`config.mk`:
```
export PLATFORM = sky130hd
export DESIGN_NAME = periph_axil2apb_mgr
export DESIGN_NICKNAME = d
export VERILOG_FILES = /design/src/rtl/periph_axil2apb_pkg.sv /design/src/rtl/periph_axil2apb_mgr.sv
export SDC_FILE = /design/constraint.sdc
export NUM_CORES = 1
export LEC_CHECK = 0
export CAP_MARGIN = 10
export CORE_ASPECT_RATIO = 1.1
export CORE_MARGIN = 1.5
export CORE_UTILIZATION = 41
export CTS_CLUSTER_DIAMETER = 40
export DETAILED_ROUTE_END_ITERATION = 7
export PLACE_DENSITY_LB_ADDON = 0.2
export SLEW_MARGIN = 20
export SYNTH_ARGS = -nofsm -noshare
export SYNTH_HDL_FRONTEND = slang
export SYNTH_SLANG_ARGS = --single-unit
```
`constraint.sdc`:
```
create_clock -name clk_i -period 7 [get_ports clk_i]
set_input_delay 1.05 -clock clk_i [delete_from_list [all_inputs] [get_ports clk_i]]
set_output_delay 1.05 -clock clk_i [all_outputs]
set_load 0.02 [all_outputs]
```
`src/rtl/periph_axil2apb_pkg.sv`:
```
// Shared types and constants for the AXI4-Lite to APB manager bridge.
package periph_axil2apb_pkg;

  typedef enum logic [2:0] {
    StIdle,
    StSetup,
    StAccess,
    StWresp,
    StRresp
  } state_e;

  localparam logic [1:0] RESP_OKAY   = 2'b00;
  localparam logic [1:0] RESP_SLVERR = 2'b10;

endpackage

```
`src/rtl/periph_axil2apb_mgr.sv`:
```
// AXI4-Lite subordinate to APB manager bridge: one transfer in flight, round-robin
// read/write arbitration, APB error and access watchdog reported as SLVERR.
module periph_axil2apb_mgr
  import periph_axil2apb_pkg::*;
#(
  parameter int unsigned ADDR_WIDTH     = 32,
  parameter int unsigned DATA_WIDTH     = 32,
  parameter int unsigned TIMEOUT_CYCLES = 256
) (
  input  logic                    clk_i,
  input  logic                    rstn_i,
  input  logic                    awvalid_i,
  output logic                    awready_o,
  input  logic [ADDR_WIDTH-1:0]   awaddr_i,
  input  logic                    wvalid_i,
  output logic                    wready_o,
  input  logic [DATA_WIDTH-1:0]   wdata_i,
  input  logic [DATA_WIDTH/8-1:0] wstrb_i,
  output logic                    bvalid_o,
  input  logic                    bready_i,
  output logic [1:0]              bresp_o,
  input  logic                    arvalid_i,
  output logic                    arready_o,
  input  logic [ADDR_WIDTH-1:0]   araddr_i,
  output logic                    rvalid_o,
  input  logic                    rready_i,
  output logic [DATA_WIDTH-1:0]   rdata_o,
  output logic [1:0]              rresp_o,
  output logic                    psel_o,
  output logic                    penable_o,
  output logic                    pwrite_o,
  output logic [ADDR_WIDTH-1:0]   paddr_o,
  output logic [DATA_WIDTH-1:0]   pwdata_o,
  output logic [DATA_WIDTH/8-1:0] pstrb_o,
  input  logic [DATA_WIDTH-1:0]   prdata_i,
  input  logic                    pready_i,
  input  logic                    psuberr_i
);

  localparam int unsigned StrbW = DATA_WIDTH / 8;
  localparam int unsigned CntW  = (TIMEOUT_CYCLES > 0) ? $clog2(TIMEOUT_CYCLES + 1) : 1;
  localparam logic [CntW-1:0] CntLast = CntW'((TIMEOUT_CYCLES > 0) ? TIMEOUT_CYCLES - 1 : 0);

  state_e                state_q, state_d;
  logic                  prio_wr_q, prio_wr_d;
  logic [CntW-1:0]       cnt_q, cnt_d;
  logic [ADDR_WIDTH-1:0] paddr_q, paddr_d;
  logic [DATA_WIDTH-1:0] pwdata_q, pwdata_d;
  logic [StrbW-1:0]      pstrb_q, pstrb_d;
  logic                  pwrite_q, pwrite_d;
  logic [DATA_WIDTH-1:0] rdata_q, rdata_d;
  logic [1:0]            bresp_q, bresp_d;
  logic [1:0]            rresp_q, rresp_d;

  logic wr_elig, rd_elig, grant_wr, grant_rd, timeout_hit;

  assign wr_elig     = awvalid_i & wvalid_i;
  assign rd_elig     = arvalid_i;
  assign timeout_hit = (TIMEOUT_CYCLES != 0) && (cnt_q == CntLast);

  always_comb begin
    state_d   = state_q;
    prio_wr_d = prio_wr_q;
    cnt_d     = cnt_q;
    paddr_d   = paddr_q;
    pwdata_d  = pwdata_q;
    pstrb_d   = pstrb_q;
    pwrite_d  = pwrite_q;
    rdata_d   = rdata_q;
    bresp_d   = bresp_q;
    rresp_d   = rresp_q;
    grant_wr  = 1'b0;
    grant_rd  = 1'b0;

    unique case (state_q)
      StIdle: begin
        // Grants are gated by reset so every output reads 0 while it is held.
        if (rstn_i) begin
          if (wr_elig && (!rd_elig || prio_wr_q)) begin
            grant_wr = 1'b1;
          end else if (rd_elig) begin
            grant_rd = 1'b1;
          end
        end
        if (grant_wr || grant_rd) begin
          paddr_d   = grant_wr ? awaddr_i : araddr_i;
          pwrite_d  = grant_wr;
          pwdata_d  = grant_wr ? wdata_i : '0;
          pstrb_d   = grant_wr ? wstrb_i : '0;
          prio_wr_d = grant_rd;
          state_d   = StSetup;
        end
      end
      StSetup: begin
        cnt_d   = '0;
        state_d = StAccess;
      end
      StAccess: begin
        // A pready arriving on the timeout cycle still completes normally.
        if (pready_i || timeout_hit) begin
          if (pwrite_q) begin
            bresp_d = (pready_i && !psuberr_i) ? RESP_OKAY : RESP_SLVERR;
            state_d = StWresp;
          end else begin
            rresp_d = (pready_i && !psuberr_i) ? RESP_OKAY : RESP_SLVERR;
            rdata_d = pready_i ? prdata_i : '0;
            state_d = StRresp;
          end
        end else begin
          cnt_d = cnt_q + CntW'(1);
        end
      end
      StWresp: if (bready_i) state_d = StIdle;
      StRresp: if (rready_i) state_d = StIdle;
      default: state_d = StIdle;
    endcase
  end

  always_ff @(posedge clk_i) begin
    if (!rstn_i) begin
      state_q   <= StIdle;
      prio_wr_q <= 1'b0;
      cnt_q     <= '0;
      paddr_q   <= '0;
      pwdata_q  <= '0;
      pstrb_q   <= '0;
      pwrite_q  <= 1'b0;
      rdata_q   <= '0;
      bresp_q   <= '0;
      rresp_q   <= '0;
    end else begin
      state_q   <= state_d;
      prio_wr_q <= prio_wr_d;
      cnt_q     <= cnt_d;
      paddr_q   <= paddr_d;
      pwdata_q  <= pwdata_d;
      pstrb_q   <= pstrb_d;
      pwrite_q  <= pwrite_d;
      rdata_q   <= rdata_d;
      bresp_q   <= bresp_d;
      rresp_q   <= rresp_d;
    end
  end

  assign awready_o = grant_wr;
  assign wready_o  = grant_wr;
  assign arready_o = grant_rd;
  assign psel_o    = (state_q == StSetup) || (state_q == StAccess);
  assign penable_o = (state_q == StAccess);
  assign bvalid_o  = (state_q == StWresp);
  assign rvalid_o  = (state_q == StRresp);
  assign pwrite_o  = pwrite_q;
  assign paddr_o   = paddr_q;
  assign pwdata_o  = pwdata_q;
  assign pstrb_o   = pstrb_q;
  assign rdata_o   = rdata_q;
  assign bresp_o   = bresp_q;
  assign rresp_o   = rresp_q;

endmodule
```
==> run summary <==
Share of flip-flops with an asynchronous set or reset: 0%
Slew Viols, Final: 0
Number of cells upsized or downsized after cts: 0
Maximum number of pins on one net before global-route repair: 76
Total track usage: 23.87%
Synthesized netlist cell count: 477
Mean Syn Cell Area: 9.335 sq um
Post-synthesis mux area share: 7.418%
Synth area leaders: dfxtp_1 52%, a22oi_1 11%, mux2i_1 7.4%
Crit end category: primary output
Via total after detailed routing: 4,481
CTS tree: built
Sequential element share of the synthesized area: 52.15%
Worst-case clock skew: 0.008851 ns
Die area: 11,500 sq um
Critical path peak fanout: 40
Die height: 112.3 um
Max frequency: 230.1 MHz
Cell Area, Synth: 4453 sq um
Avg Vias per Cell: 5.168
Power density of the placed cells: 289.6 nW/um^2
Worst hold slack across all endpoints: 0.4514 ns
Setup-failing EPs final: 0
Hold Crit Class: reg2reg
Leakage: 2.960 nW
Category of the worst setup path launch point: input port
Adder-cell share of the synthesized area: 0.5620%
Num CTS Buffers: 17
RSZ-0062 raised after global routing: no
Placement Rows: 39
Cell count of the worst reg-to-reg path: 9
Slew of the pin with the lowest slew margin: 0.9305 ns
Routed metal-1 wire length: 5224 um
Number of iterations in the first detailed-routing pass: 5
Post-CTS setup buffer count: 0
Data required time at the worst endpoint: 5.95 ns
Number of distinct library cells after synthesis: 37
Path type of the worst setup path: in2out
Simple-gate area share of the yosys netlist: 12.17%
Worst max-slew margin expressed relative to the limit: 37.75%
Outcome: completed
Initial core utilization: 42.44%
Total Negative Setup Slacks: 0 ns
Clock tree root buffer cell: clkbuf_16
N_diodes: 0
Met3 routed WL: 1095 um
CTS H-tree lvls: 4
Worst hold path depth: 2
Synth Area in XOR/XNOR: 0.3934%
Area taken by multi-input logic gates: 1958 sq um
Count of nets left with antenna violations after detail routing: 0
Synthesized-area fraction occupied by ao, oa, aoi and oai cells: 22.96%
Clock Pin Slew Worst Setup and Hold Paths: 0.05 ns
Fraction of post-synthesis cell area in the top cell type by area: 52.15%
Wirelength, routed: 13,700 um
Top post-synthesis cells by count: 116 x dfxtp_1, 76 x nor2_1, 68 x a22oi_1
Clock network latency to the later pin of the worst-skew pair: 0.40 ns
Hold-fix buffers, CTS: 0
Sequential cell area: 2322 sq um
Number of enable-type register cells in the synthesized netlist: 0
Number of max-capacitance violations reported: 0
# DRC: 0
Final cycle utilization of the critical path: 62.10%
Cell type with the largest total area after synthesis: dfxtp_1
Area overhead of the layout relative to synthesis: 72.80%
Number of global-route vias before repair: 4,527
Number of DRC markers after the initial detailed-route iteration: 190
Nets: 854
Register bit total from synthesis: 116
Horizontal die dimension: 102.4 um
Count of port buffers added during placement: 250
Top metal layer carrying routed signals: met4
Overflow left after global routing: 0
Routed length on met2: 6996 um
Number of endpoints with negative hold slack in the final report: 0
Wire length of the first global-routing pass: 21,320 um
Leading register cell type out of synthesis: dfxtp_1
Main combinational cell family by area after synthesis: compound AO/OA/AOI/OAI gates
Detailed placement HPWL: 9875 um
Routed wire length per instance: 15.81 um
Number of antenna violations at the first check in global routing: 0
Cell with the most instances after synthesis: dfxtp_1
Peak supply drop: 0.2042 mV
Arrival time at the worst endpoint: 3.30 ns
Final critical delay including setup and external delays: 4.347 ns
Number of inserted filler cells in the final layout: 773
Number of top-level pins: 253
Buffers from clock root to sink, at most: 2
Fraction of final layout cells sized beyond drive strength 1: 6.492%
Weighted congestion reported at the end of routability-driven placement: 0.8651
Slack of the worst reg-to-reg path: 4.37 ns
Count of synthesis-stage warnings from yosys: 0
Clock tree sinks: 116
Placeable Area: 10,490 sq um
## cells in the final DEF (no fill, tap or decap), drive strengths merged, types with 7 or more instances in the layout
cell / n
dfxtp: 116
o21ai: 34
clkdlybuf4s50: 250
mux2i: 33
nand2: 7
nor2: 76
a22oi: 68
a21oi: 43
clkbuf: 19
## where the power goes
group	leakage (nW)	switching, mW	internal, mW	total [mW]
registers	0.942	0.0437	0.722	0.765
clock network	0.307	0.295	0.675	0.971
logic	1.71	0.252	0.241	0.493
total	2.96	0.590	1.64	2.23
## area by class of cell
| type | count | share of cell area [%] |
|---|---|---|
| Timing Repair Buffer | 256 | 33.11 |
| Sequential cell | 116 | 30.18 |
| Clock buffer | 19 | 5.756 |
| Tap cell | 143 | 2.325 |
| Multi-Input combinational cell | 316 | 25.45 |
| Inverter | 4 | 0.1951 |
| Clock inverter | 13 | 2.992 |
## cells by family (layout without fill, tap and decap cells)
logic type	after synthesis	after routing
fa+ha+maj	2	2
mux	33	33
flops	116	116
simple gates	117	117
buf+inv	46	292
other cells	1	2
compound gates	160	160
xor+xnor	2	2
## path summary, 6_finish.rpt
check | start | to
min reg2reg | cnt_q[8]$_SDFFE_PN0P_ | cnt_q[8]$_SDFFE_PN0P_
max reg2reg | cnt_q[0]$_SDFFE_PN0P_ | cnt_q[5]$_SDFFE_PN0P_
min | cnt_q[8]$_SDFFE_PN0P_ | cnt_q[8]$_SDFFE_PN0P_
max | rstn_i | awready_o
## worst max-delay path: stages
cell             delay, ns
clkdlybuf4s50_1       0.46
buf_4                 0.32
and3_1                0.24
and3_1                0.17
buf_4                 0.36
clkdlybuf4s50_1       0.69
## flip-flops by register name (all words and copies together) (netlist names)
register / cells
paddr_o: 32
pwdata_o: 32
rdata_o: 32
cnt_q: 9
pstrb_o: 4
state_q: 3
bresp_o: 1
prio_wr_q: 1
pwrite_o: 1
rresp_o: 1
## layer usage
metal | GRT usage (%) | vias up
li1 | - | 2190
met3 | 7.410 | 31
met4 | 11.32 | 0
met1 | 24.73 | 2064
met5 | 0 | -
met2 | 42.96 | 196
## stage by stage
step	cell area (sq um)	worst slack, ns	power (mW)	utilization (%)	std cells
6_report	7695	2.653	2.229	73.35	867
5_1_grt	7695	2.493	2.317	73.35	867
3_5_place_dp	7022	2.641	1.267	66.93	835
3_3_place_gp	7020	2.699	1.257	66.92	835
4_1_cts	7695	2.644	2.247	73.35	867
2_1_floorplan	4457	3.938	1.020	-	478
Note: power is estimated with default switching activity, not from simulation.
